File: config.mk
export PLATFORM = sky130hd
export DESIGN_NAME = muldiv_hilo
export DESIGN_NICKNAME = d
export VERILOG_FILES = /design/src/rtl/muldiv_hilo.sv
export SDC_FILE = /design/constraint.sdc
export NUM_CORES = 1
export LEC_CHECK = 0
export ABC_AREA = 1
export CORE_MARGIN = 4
export CORE_UTILIZATION = 39
export DETAILED_ROUTE_END_ITERATION = 6
export GPL_TIMING_DRIVEN = 0
export PLACE_DENSITY = 0.8
export SKIP_CTS_REPAIR_TIMING = 1
export SLEW_MARGIN = 40
export SYNTH_ARGS = -nofsm -noshare
export SYNTH_HDL_FRONTEND = slang
export SYNTH_SLANG_ARGS = --single-unit
File: constraint.sdc
create_clock -name sys_clock_i -period 5.25 [get_ports sys_clock_i]
set_clock_uncertainty 0.1 [all_clocks]
set_input_delay 1.05 -clock sys_clock_i [delete_from_list [all_inputs] [get_ports sys_clock_i]]
set_output_delay 1.05 -clock sys_clock_i [all_outputs]
set_load 0.05 [all_outputs]
File: src/rtl/muldiv_hilo.sv
// muldiv_hilo: HI/LO owner and ABP sequencer for the multiplier and divider engines.
// Engine ops toggle a request level and wait for the matching ack level; MT*/MF* finish in one cycle.
module muldiv_hilo #(
   parameter bit ZERO_DIV_BYPASS = 1'b1
) (
   input  logic        sys_clock_i,
   input  logic        sys_reset_i,
   input  logic        op_valid_i,
   input  logic [2:0]  op_i,
   input  logic [31:0] rs_i,
   input  logic [31:0] rt_i,
   output logic        op_ready_o,
   output logic        busy_o,
   output logic [31:0] rd_data_o,
   output logic        rd_valid_o,
   output logic [31:0] hi_o,
   output logic [31:0] lo_o,
   output logic [31:0] opa_o,
   output logic [31:0] opb_o,
   output logic        signed_o,
   output logic        mul_req_o,
   input  logic        mul_ack_i,
   input  logic [63:0] mul_product_i,
   output logic        div_req_o,
   input  logic        div_ack_i,
   input  logic [31:0] div_quotient_i,
   input  logic [31:0] div_remainder_i
);
   typedef enum logic [1:0] {IDLE, MUL_WAIT, DIV_WAIT} state_t;
   localparam logic [2:0] OP_MTHI = 3'd4, OP_MTLO = 3'd5, OP_MFHI = 3'd6, OP_MFLO = 3'd7;
   state_t      state_q, state_d;
   logic [31:0] hi_q, hi_d, lo_q, lo_d, rd_data_q, rd_data_d, opa_q, opa_d, opb_q, opb_d;
   logic        rd_valid_q, rd_valid_d, signed_q, signed_d, mul_req_q, mul_req_d, div_req_q, div_req_d;
   always_comb begin
      state_d    = state_q;
      hi_d       = hi_q;
      lo_d       = lo_q;
      rd_data_d  = rd_data_q;
      rd_valid_d = 1'b0;
      opa_d      = opa_q;
      opb_d      = opb_q;
      signed_d   = signed_q;
      mul_req_d  = mul_req_q;
      div_req_d  = div_req_q;
      case (state_q)
         IDLE: if (op_valid_i) begin
            if (op_i == OP_MTHI) hi_d = rs_i;
            else if (op_i == OP_MTLO) lo_d = rs_i;
            else if (op_i == OP_MFHI || op_i == OP_MFLO) begin
               rd_data_d  = (op_i == OP_MFHI) ? hi_q : lo_q;
               rd_valid_d = 1'b1;
            end else if (op_i[1] && ZERO_DIV_BYPASS && rt_i == '0) begin
               hi_d = rs_i;
               lo_d = '1;
            end else begin
               // op_i[2] is 0 here: bit 1 picks the engine, bit 0 clear means signed
               opa_d    = rs_i;
               opb_d    = rt_i;
               signed_d = !op_i[0];
               if (op_i[1]) begin
                  div_req_d = !div_req_q;
                  state_d   = DIV_WAIT;
               end else begin
                  mul_req_d = !mul_req_q;
                  state_d   = MUL_WAIT;
               end
            end
         end
         MUL_WAIT: if (mul_ack_i == mul_req_q) begin
            hi_d    = mul_product_i[63:32];
            lo_d    = mul_product_i[31:0];
            state_d = IDLE;
         end
         DIV_WAIT: if (div_ack_i == div_req_q) begin
            lo_d    = div_quotient_i;
            hi_d    = div_remainder_i;
            state_d = IDLE;
         end
         default: state_d = IDLE;
      endcase
   end
   always_ff @(posedge sys_clock_i or posedge sys_reset_i) begin
      if (sys_reset_i) begin
         state_q    <= IDLE;
         hi_q       <= '0;
         lo_q       <= '0;
         rd_data_q  <= '0;
         rd_valid_q <= 1'b0;
         opa_q      <= '0;
         opb_q      <= '0;
         signed_q   <= 1'b0;
         mul_req_q  <= 1'b0;
         div_req_q  <= 1'b0;
      end else begin
         state_q    <= state_d;
         hi_q       <= hi_d;
         lo_q       <= lo_d;
         rd_data_q  <= rd_data_d;
         rd_valid_q <= rd_valid_d;
         opa_q      <= opa_d;
         opb_q      <= opb_d;
         signed_q   <= signed_d;
         mul_req_q  <= mul_req_d;
         div_req_q  <= div_req_d;
      end
   end
   assign op_ready_o = (state_q == IDLE);
   assign busy_o     = (state_q != IDLE);
   assign rd_data_o  = rd_data_q;
   assign rd_valid_o = rd_valid_q;
   assign hi_o       = hi_q;
   assign lo_o       = lo_q;
   assign opa_o      = opa_q;
   assign opb_o      = opb_q;
   assign signed_o   = signed_q;
   assign mul_req_o  = mul_req_q;
   assign div_req_o  = div_req_q;
endmodule

# == After elaboration in Yosys (flattened, before gate mapping) ==
# Index checks and enable logic that the tools add are counted.
# totals
wordCells,82
ff_bits,166
inputBits,200
output_inout_bits,166
# op_classes
reduce_logical,16
n_mux,31
n_eq_ne,20
n_bitwise,5
# op_table
cell,count
32-bit two-way mux,15
32-bit case mux with 3 select lines,2
7-bit AND reduction,5
32-bit zero test,1
2-bit two-way mux,8
2-bit inequality test (second input constant),7
3-bit equality test (second input constant),4
3-bit inequality test (second input constant),3
3-bit by 1-bit inequality test with 1-bit output (second input constant),2
2-bit case mux with 3 select lines,1
6-bit AND reduction,1
1-bit two-way mux,5
1-bit inverter,5
5-bit AND reduction,1
1-bit zero test,3
3-bit nonzero test,1
1-bit equality test,2
2-bit by 1-bit equality test with 1-bit output (second input constant),1
2-bit equality test (second input constant),1
2-bit zero test,1
2-bit nonzero test,1
1-bit logical AND,1
1-bit logical OR,1

# == Longest topological paths before layout ==
# Gate-level depths: netlist (run 1).
# depth
depth_word,8
ltp_mapped,11
mapped_depth_nobuf,10

# == Worst setup path after synthesis (run 1) ==
# Ideal clock, no wire load.
# synth_path
path_type,reg-to-output
startpoint,register state_q[0]
endpoint,output port busy_o
t_arrival_ps,1469
n_path_buf,0
required_time_ps,4100
stages_incl_launch_ff,4
setup_slack_ps,2631
path_cell_list,dfrtp_1 -> inv_1 -> ha_1 -> inv_1
# synth_between
elab_chain_len,1
# synth_rtl
item,line_no,source
"start, declared",31,"state_t state_q, state_d;"
"start signal, assigned",95,state_q <= state_d;
2-bit nonzero test,108,assign busy_o = (state_q != IDLE);
"end, declared",13,"output logic busy_o,"
# No other way between the ends.

# == Worst setup path in the final report (run 1) ==
# Ends and elaborated chain as after synthesis.

==> impl_table.tex, run 1 <==
\begin{tabular}{lr}
\hline
Metric & Value \\
\hline
\multicolumn{2}{l}{\textbf{Synthesis}} \\
Post-synthesis compound-gate area fraction & 7.577\% \\
Simple-gate share of the synthesized area & 37.51\% \\
Post-synthesis cell area & 0.008488 mm2 \\
Warnings from Yosys & 0 \\
Adder-cell share of the synthesized area & less than 1\% \\
Post-synth cell types & 24 \\
Top cell type's share of synthesized area & 48.94\% \\
Fraction of the yosys area taken by sequential cells & between 40\% and 50\% \\
Leading cell types by total area after synthesis & sky130\_fd\_sc\_hd\_\_dfrtp\_1 49\%, sky130\_fd\_sc\_hd\_\_nand2\_1 20\%, sky130\_fd\_sc\_hd\_\_nand3\_1 7.9\% \\
Xor and xnor area share after synthesis & 0.1032\% \\
Dominant combinational cell family by area after synthesis & simple AND/OR/NAND/NOR gates \\
Post-synthesis mux area share & 0\% \\
Post-Synthesis Net Count & approximately 1,300 \\
Library cell occupying the most area in the post-synthesis netlist & sky130\_fd\_sc\_hd\_\_dfrtp\_1 \\
Cell count after synthesis & 1,140 \\
Synthesized area per cell & 7.446 um2 \\
Synth Register Bits & 166 \\
\multicolumn{2}{l}{\textbf{STA}} \\
Tcrit/Tclk final & 66.80\% \\
Hold Slack & 0.3759 ns \\
Max-slew headroom at the worst pin & 58.04\% \\
Final Critical Period & 3.507 ns \\
Unrepaired setup endpoints after global routing & no \\
Pin slew with the least headroom to its limit & 0.6294 ns \\
Final Hold Fails & 0 \\
Count of pins over their slew limit & 0 \\
Total of endpoints with negative setup slack in the final report & 0 \\
Top achievable clock speed & 285.1 MHz \\
Sum of negative setup slack & 0 ns \\
\multicolumn{2}{l}{\textbf{Setup path}} \\
CP Launch Type & flop \\
Endpoint kind of the worst setup timing path & output pin \\
Arrival time reported for the critical path endpoint & 2.36 ns \\
Startpoint of the most critical register-to-register path & state\_q[0] \\
Worst r2r path cells & 8 \\
Reg-to-Reg End & lo\_o[21] \\
Top fanout value on the critical path & 7 \\
Required time worst endpoint & 4.10 ns \\
Worst-case register-to-register setup slack & 2.80 ns \\
Termination of the worst setup path & busy\_o \\
Critical Path Start & state\_q[0] \\
Setup Crit Path Kind & reg -> out \\
\multicolumn{2}{l}{\textbf{CTS}} \\
Total clock sinks & 166 \\
CTS tree & built \\
H-tree Lvls & 4 \\
Worst skew pair latency & 0.43 ns \\
Clock slew at reported path FFs & 0.07 ns \\
Number of buffers inserted during clock tree synthesis & 17 \\
Clock tree root buffer cell & sky130\_fd\_sc\_hd\_\_clkbuf\_16 \\
Maximum clock insertion buffer count & 2 \\
\multicolumn{2}{l}{\textbf{Pwr}} \\
Total power & 0.009967 W \\
Max rail drop VDD & roughly 0.00038 V \\
Sequential share of power & 24.4\% \\
Switch share & 54.55\% \\
Power dissipated by switching net loads & $\sim$0.0054 W \\
Static leakage power & 5.782 nW \\
Combinational Power Share & approximately 63\% \\
Pwr/cell area & around 750 mW/mm2 \\
Clock share of power & 12.3\% \\
Internal power consumption & 0.004530 W \\
\multicolumn{2}{l}{\textbf{Routing}} \\
Iteration-0 DRC Markers & approximately 840 \\
Count of vias placed by the detailed router & 9,984 \\
Routed Wire Length & 37,540 um \\
Residual antenna-violating net count after detailed routing & 0 \\
Remaining routing DRC violations & 0 \\
1st-pass router iterations & 7 \\
Routed WL per cell & 20.58 um \\
Per-cell via count in the routed design & 5.474 \\
\multicolumn{2}{l}{\textbf{Floorplanning}} \\
Initial core utilization & between 40\% and 50\% \\
Core region area & 0.02122 mm2 \\
Num ports & 366 \\
Die outline width & 155.5 um \\
Row count & 53 \\
Area of the die & between 0.02 and 0.025 mm2 \\
Die H & about 160 um \\
\multicolumn{2}{l}{\textbf{Place}} \\
Routability-driven placement congestion ratio & 0.9086 \\
Dpl hpwl & 30,150 um \\
Count of input and output buffers & 365 \\
\multicolumn{2}{l}{\textbf{Cells and area}} \\
Nets & 1,735 \\
Layout area overhead & 55.72\% \\
Share of cells above drive strength 1 & between 4 and 5\% \\
Post-route core utilization & 62.29\% \\
Commonest non-fill, non-tap cell in the layout & sky130\_fd\_sc\_hd\_\_nand2\_1 \\
Most frequent cells in the layout & 452 x sky130\_fd\_sc\_hd\_\_nand2\_1, 365 x sky130\_fd\_sc\_hd\_\_clkdlybuf4s50\_1, 166 x sky130\_fd\_sc\_hd\_\_dfrtp\_1, 134 x sky130\_fd\_sc\_hd\_\_nand3\_1, 98 x sky130\_fd\_sc\_hd\_\_a31oi\_1 \\
Number of filler cells placed in the layout & about 1,900 \\
\multicolumn{2}{l}{\textbf{Global route}} \\
Vias in the first global route & 9,710 \\
Gr ovfl total & 0 \\
GRT Resource Usage Total & 30.40\% \\
Wire length of the first global-routing pass & 56,710 um \\
Maximum number of pins on one net before global-route repair & 26 \\
Number of antenna violations at the first check in global routing & 4 \\
\multicolumn{2}{l}{\textbf{Hold path}} \\
Type of the worst min-delay path & reg -> reg \\
\multicolumn{2}{l}{\textbf{Job}} \\
Number of maximum-capacitance violations & 0 \\
\multicolumn{2}{l}{\textbf{Outcome}} \\
Result of the run & complete, no violations \\
\hline
\end{tabular}
sequential cells by signal, indices dropped and copies added (netlist names):
| signal | count |
|---|---|
| mul_req_o | 1 |
| div_req_o | 1 |
| state_q | 2 |
| lo_o | 32 |
| rd_data_o | 32 |
| rd_valid_o | 1 |
| opb_o | 32 |
| hi_o | 32 |
| signed_o | 1 |
| opa_o | 32 |
critical path, cell delays in order (launching register included):
cell and delay (ns):
sky130_fd_sc_hd__dfrtp_1 0.41, sky130_fd_sc_hd__inv_1 0.08, sky130_fd_sc_hd__ha_1 0.31, sky130_fd_sc_hd__inv_1 0.24
sky130_fd_sc_hd__clkdlybuf4s50_1 0.89
cells in the mapped netlist:
cell type	instances
sky130_fd_sc_hd__nand2_1	452
sky130_fd_sc_hd__dfrtp_1	166
sky130_fd_sc_hd__nand3_1	134
sky130_fd_sc_hd__a31oi_1	98
sky130_fd_sc_hd__nor2_1	96
sky130_fd_sc_hd__clkbuf_1	43
sky130_fd_sc_hd__nand4_1	36
sky130_fd_sc_hd__nor3_1	34
sky130_fd_sc_hd__buf_2	25
sky130_fd_sc_hd__buf_1	18
sky130_fd_sc_hd__inv_1	13
sky130_fd_sc_hd__ha_1	4
sky130_fd_sc_hd__o21ai_1	4
sky130_fd_sc_hd__buf_6	3
sky130_fd_sc_hd__inv_2	3
sky130_fd_sc_hd__nand2_2	2
sky130_fd_sc_hd__nor3_2	2
sky130_fd_sc_hd__a21oi_1	1
sky130_fd_sc_hd__nand3_2	1
sky130_fd_sc_hd__nor2_2	1
sky130_fd_sc_hd__nor4_1	1
sky130_fd_sc_hd__o21ai_0	1
sky130_fd_sc_hd__or2_1	1
sky130_fd_sc_hd__xnor2_1	1
logic make-up (layout without fill, tap and decap cells):
kind of cell    after synthesis  after routing
simple gates                760            760
flops                       166            166
buf+inv                     105            509
compound gates              104            104
fa+ha+maj                     4              4
xor+xnor                      1              1
other cells                   0              5
layer usage:
layer  GRT usage, %  share of wire (%)  wire [um]
met1          38.48                 39      14470
met2          49.65                 48      18040
met5              0              0.035         13
met4          12.55                4.1       1521
met3          8.039                9.3       3506
layout make-up:
class                      count  area (um2)  area share (%)
tap                          275       344.1           2.603
inverter                      16       63.81          0.4828
multi-input combinational    869        3886           29.40
antenna                        5       12.51         0.09466
clock inverter                15       135.1           1.022
sequential                   166        4154           31.43
clock buffer                  17       425.4           3.218
buffer                        89       387.9           2.934
timing repair buffer         372        3809           28.81
power by group through the flow:
stage	sequential, W	combinational [W]	clock (W)
after floorplan	0.00451	0.00186	0
after global placement	0.00241	0.00619	0
after detailed placement	0.00242	0.00630	0
after CTS	0.00241	0.00631	0.00123
after global routing	0.00250	0.00669	0.00129
final	0.00243	0.00631	0.00122
how the worst min path moves through the flow:
| stage | to | slack [ns] | cells after the start | start |
|---|---|---|---|---|
| final | opb_o[14] | 0.38 | 2 | opb_o[14] |
| after global routing | opb_o[14] | 0.39 | 2 | opb_o[14] |
| after CTS | opa_o[14] | 0.38 | 2 | opa_o[14] |
| after detailed placement | opb_o[29] | 0.36 | 2 | opb_o[29] |
| after global placement | opa_o[20] | 0.35 | 2 | opa_o[20] |
| after floorplan | state_q[1] | 0.39 | 2 | state_q[1] |
stage by stage:
stage / area, um2 / std cells / setup slack [ns]
2_1_floorplan: 8492 / 1140 / 1.987
3_3_place_gp: 12490 / 1780 / 0.5615
3_5_place_dp: 12640 / 1787 / 1.869
4_1_cts: 13210 / 1819 / 1.766
5_1_grt: 13210 / 1822 / 1.658
6_report: 13220 / 1824 / 1.743
(Power assumes the default switching activity.)
==> run 2, diff against run 1 <==
--- a/config.mk
+++ b/config.mk
@@ -7,10 +7,10 @@
 export LEC_CHECK = 0
 export ABC_AREA = 1
 export CORE_MARGIN = 4
-export CORE_UTILIZATION = 39
+export CORE_UTILIZATION = 43
 export DETAILED_ROUTE_END_ITERATION = 6
 export GPL_TIMING_DRIVEN = 0
-export PLACE_DENSITY = 0.8
+export PLACE_DENSITY = 0.83
 export SKIP_CTS_REPAIR_TIMING = 1
 export SLEW_MARGIN = 40
 export SYNTH_ARGS = -nofsm -noshare
==> constraint.sdc (replaced) <==
create_clock -name sys_clock_i -period 3.61 [get_ports sys_clock_i]
set_clock_uncertainty 0.1 [all_clocks]
set_input_delay 0.722 -clock sys_clock_i [delete_from_list [all_inputs] [get_ports sys_clock_i]]
set_output_delay 0.722 -clock sys_clock_i [all_outputs]
set_load 0.05 [all_outputs]
==> impl_table.tex, run 2 (same netlist as run 1, synthesis figures left out) <==
\begin{tabular}{lr}
\hline
Metric & Value \\
\hline
\multicolumn{2}{l}{\textbf{CTS}} \\
Total clock sinks & 166 (unchanged) \\
Clock tree root buffer cell & sky130\_fd\_sc\_hd\_\_clkbuf\_16 (unchanged) \\
Number of buffers inserted during clock tree synthesis & 17 (unchanged) \\
Clock slew at reported path FFs & 0.07 ns (about the same) \\
CTS tree & built (unchanged) \\
Worst skew pair latency & 0.42 ns (was 0.43 ns) \\
H-tree Lvls & 4 (unchanged) \\
Maximum clock insertion buffer count & 2 (unchanged) \\
\multicolumn{2}{l}{\textbf{Setup path}} \\
Startpoint of the most critical register-to-register path & state\_q[0] (unchanged) \\
Arrival time reported for the critical path endpoint & 2.35 ns (was 2.36 ns) \\
Reg-to-Reg End & hi\_o[12] (was lo\_o[21]) \\
CP Launch Type & flop (unchanged) \\
Termination of the worst setup path & busy\_o (unchanged) \\
Worst r2r path cells & 8 (unchanged) \\
Endpoint kind of the worst setup timing path & output pin (unchanged) \\
Critical Path Start & state\_q[0] (unchanged) \\
Setup Crit Path Kind & reg -> out (unchanged) \\
Worst-case register-to-register setup slack & 1.10 ns (was 2.80 ns) \\
Top fanout value on the critical path & 7 (unchanged) \\
Required time worst endpoint & 2.79 ns (was 4.10 ns) \\
\multicolumn{2}{l}{\textbf{STA}} \\
Final Hold Fails & 0 (unchanged) \\
Tcrit/Tclk final & 87.97\% \\
Final Critical Period & 3.176 ns \\
Unrepaired setup endpoints after global routing & no (unchanged) \\
Total of endpoints with negative setup slack in the final report & 0 (unchanged) \\
Sum of negative setup slack & 0 ns (unchanged) \\
Count of pins over their slew limit & 0 (unchanged) \\
Pin slew with the least headroom to its limit & 0.6792 ns (was 0.6294 ns) \\
Top achievable clock speed & 314.9 MHz \\
Max-slew headroom at the worst pin & 54.72\% (was 58.04\%) \\
\multicolumn{2}{l}{\textbf{Pwr}} \\
Max rail drop VDD & 0.0006001 V (was 0.0003760 V) \\
Power dissipated by switching net loads & 0.007819 W (was 0.005437 W) \\
Sequential share of power & 24.3\% (was 24.4\%) \\
Static leakage power & 5.842 nW (was 5.782 nW) \\
Internal power consumption & 0.006853 W (was 0.004530 W) \\
Combinational Power Share & 62.6\% (was 63.4\%) \\
Switch share & 53.29\% (was 54.55\%) \\
Clock share of power & 13.2\% (was 12.3\%) \\
Total power & 0.01467 W (was 0.009967 W) \\
Pwr/cell area & 1102 mW/mm2 (was 754.0 mW/mm2) \\
\multicolumn{2}{l}{\textbf{Cells and area}} \\
FF/Latch Area & 0.004154 mm2 (unchanged) \\
Fin cells & 1,810 (was 1,824) \\
Combined area of the multi-input logic cells & 0.003886 mm2 (unchanged) \\
Commonest non-fill, non-tap cell in the layout & sky130\_fd\_sc\_hd\_\_nand2\_1 (unchanged) \\
Post-route core utilization & 68.40\% (was 62.29\%) \\
Share of cells above drive strength 1 & 4.919\% (was 4.987\%) \\
Most frequent cells in the layout & 452 x sky130\_fd\_sc\_hd\_\_nand2\_1, 365 x sky130\_fd\_sc\_hd\_\_clkdlybuf4s50\_1, 166 x sky130\_fd\_sc\_hd\_\_dfrtp\_1, 134 x sky130\_fd\_sc\_hd\_\_nand3\_1, 98 x sky130\_fd\_sc\_hd\_\_a31oi\_1 (unchanged) \\
Count of inserted antenna diode cells & 0 (was 5) \\
Layout area overhead & 56.82\% (was 55.72\%) \\
Number of filler cells placed in the layout & 1,639 (was 1,885) \\
Nets & 1,736 (was 1,735) \\
\multicolumn{2}{l}{\textbf{Floorplanning}} \\
Core region area & 0.01946 mm2 (was 0.02122 mm2) \\
Num ports & 366 (unchanged) \\
Die H & 148.5 um (was 155.5 um) \\
Die outline width & 148.5 um (was 155.5 um) \\
Row count & 51 (was 53) \\
Area of the die & 0.02205 mm2 (was 0.02419 mm2) \\
Initial core utilization & 43.61\% (was 40.00\%) \\
\multicolumn{2}{l}{\textbf{Global route}} \\
Gr ovfl total & 0 (unchanged) \\
Number of antenna violations at the first check in global routing & 2 (was 4) \\
Maximum number of pins on one net before global-route repair & 26 (unchanged) \\
Vias in the first global route & 9,841 (was 9,710) \\
Wire length of the first global-routing pass & 56,010 um (was 56,710 um) \\
GRT Resource Usage Total & 32.88\% (was 30.40\%) \\
\multicolumn{2}{l}{\textbf{Routing}} \\
Residual antenna-violating net count after detailed routing & 0 (unchanged) \\
Remaining routing DRC violations & 7 (was 0) \\
Routed WL per cell & 20.44 um (was 20.58 um) \\
Count of vias placed by the detailed router & 10,090 (was 9,984) \\
Routed Wire Length & 37,000 um (was 37,540 um) \\
Per-cell via count in the routed design & 5.575 (was 5.474) \\
Iteration-0 DRC Markers & 1,037 (was 837) \\
1st-pass router iterations & 7 (unchanged) \\
\multicolumn{2}{l}{\textbf{Place}} \\
Routability-driven placement congestion ratio & 0.9616 (was 0.9086) \\
Count of input and output buffers & 365 (unchanged) \\
Dpl hpwl & 29,510 um (was 30,150 um) \\
Placed insts & 1,778 (was 1,787) \\
\multicolumn{2}{l}{\textbf{Outcome}} \\
Failing checks & DRC \\
Result of the run & finished, violations left (was complete, no violations) \\
\multicolumn{2}{l}{\textbf{Hold path}} \\
Type of the worst min-delay path & reg -> reg (unchanged) \\
\multicolumn{2}{l}{\textbf{Job}} \\
Number of maximum-capacitance violations & 0 (unchanged) \\
\hline
\end{tabular}
run 2: changes by cell type in the layout (fill, tap and decap cells not counted), moves of 4 or more:
cell,before,now
sky130_fd_sc_hd__inv_8,5,0
sky130_fd_sc_hd__diode_2,5,0
sky130_fd_sc_hd__buf_16,2,6
sky130_fd_sc_hd__clkbuf_8,0,4
run 2: worst min-delay path by stage:
stage                     startpoint          to  slack, ns  cells past startpoint
after global routing       opa_o[13]   opa_o[13]       0.38                      2
after CTS                  opb_o[20]   opb_o[20]       0.37                      2
after floorplan           state_q[1]  state_q[1]       0.39                      2
after global placement     opb_o[24]   opb_o[24]       0.35                      2
final                      opb_o[20]   opb_o[20]       0.37                      2
after detailed placement   opb_o[20]   opb_o[20]       0.36                      2
run 2: through the flow:
step	area, um2	hold slack (ns)	setup WS, ns
after floorplan	8492	0.3914	0.6752
after global placement	12480	0.3531	-0.7445
after detailed placement	12680	0.3578	0.5903
after CTS	13310	0.3745	0.4308
after global routing	13310	0.3850	0.3447
final	13310	0.3690	0.4344
run 2: power by group through the flow:
stage / clock (W) / combinational (W) / sequential [W]
after floorplan: 0 / 0.00270 / 0.00655
after global placement: 0 / 0.00897 / 0.00354
after detailed placement: 0 / 0.00912 / 0.00354
after CTS: 0.00195 / 0.00915 / 0.00353
after global routing: 0.00202 / 0.00969 / 0.00365
final: 0.00193 / 0.00918 / 0.00356
run 2: final cells by class:
class	instances	share of cell area, %
multi-input combinational	869	29.19
timing repair buffer	373	28.99
tap	265	2.491
clock buffer	23	3.666
inverter	16	0.4794
clock inverter	9	1.062
buffer	89	2.914
sequential	166	31.21
run 2: critical path, stage by stage (launching register included):
cell	delay (ns)
sky130_fd_sc_hd__dfrtp_1	0.41
sky130_fd_sc_hd__inv_1	0.08
sky130_fd_sc_hd__ha_1	0.30
sky130_fd_sc_hd__inv_1	0.22
sky130_fd_sc_hd__clkdlybuf4s50_1	0.91
run 2: metal layers:
metal | GRT usage [%] | wire length, um | vias up
li1 | - | - | 4607
met1 | 41.47 | 14210 | 4789
met2 | 53.58 | 17510 | 582
met3 | 8.897 | 3636 | 108
met4 | 13.86 | 1613 | 4
met5 | 0 | 27 | -
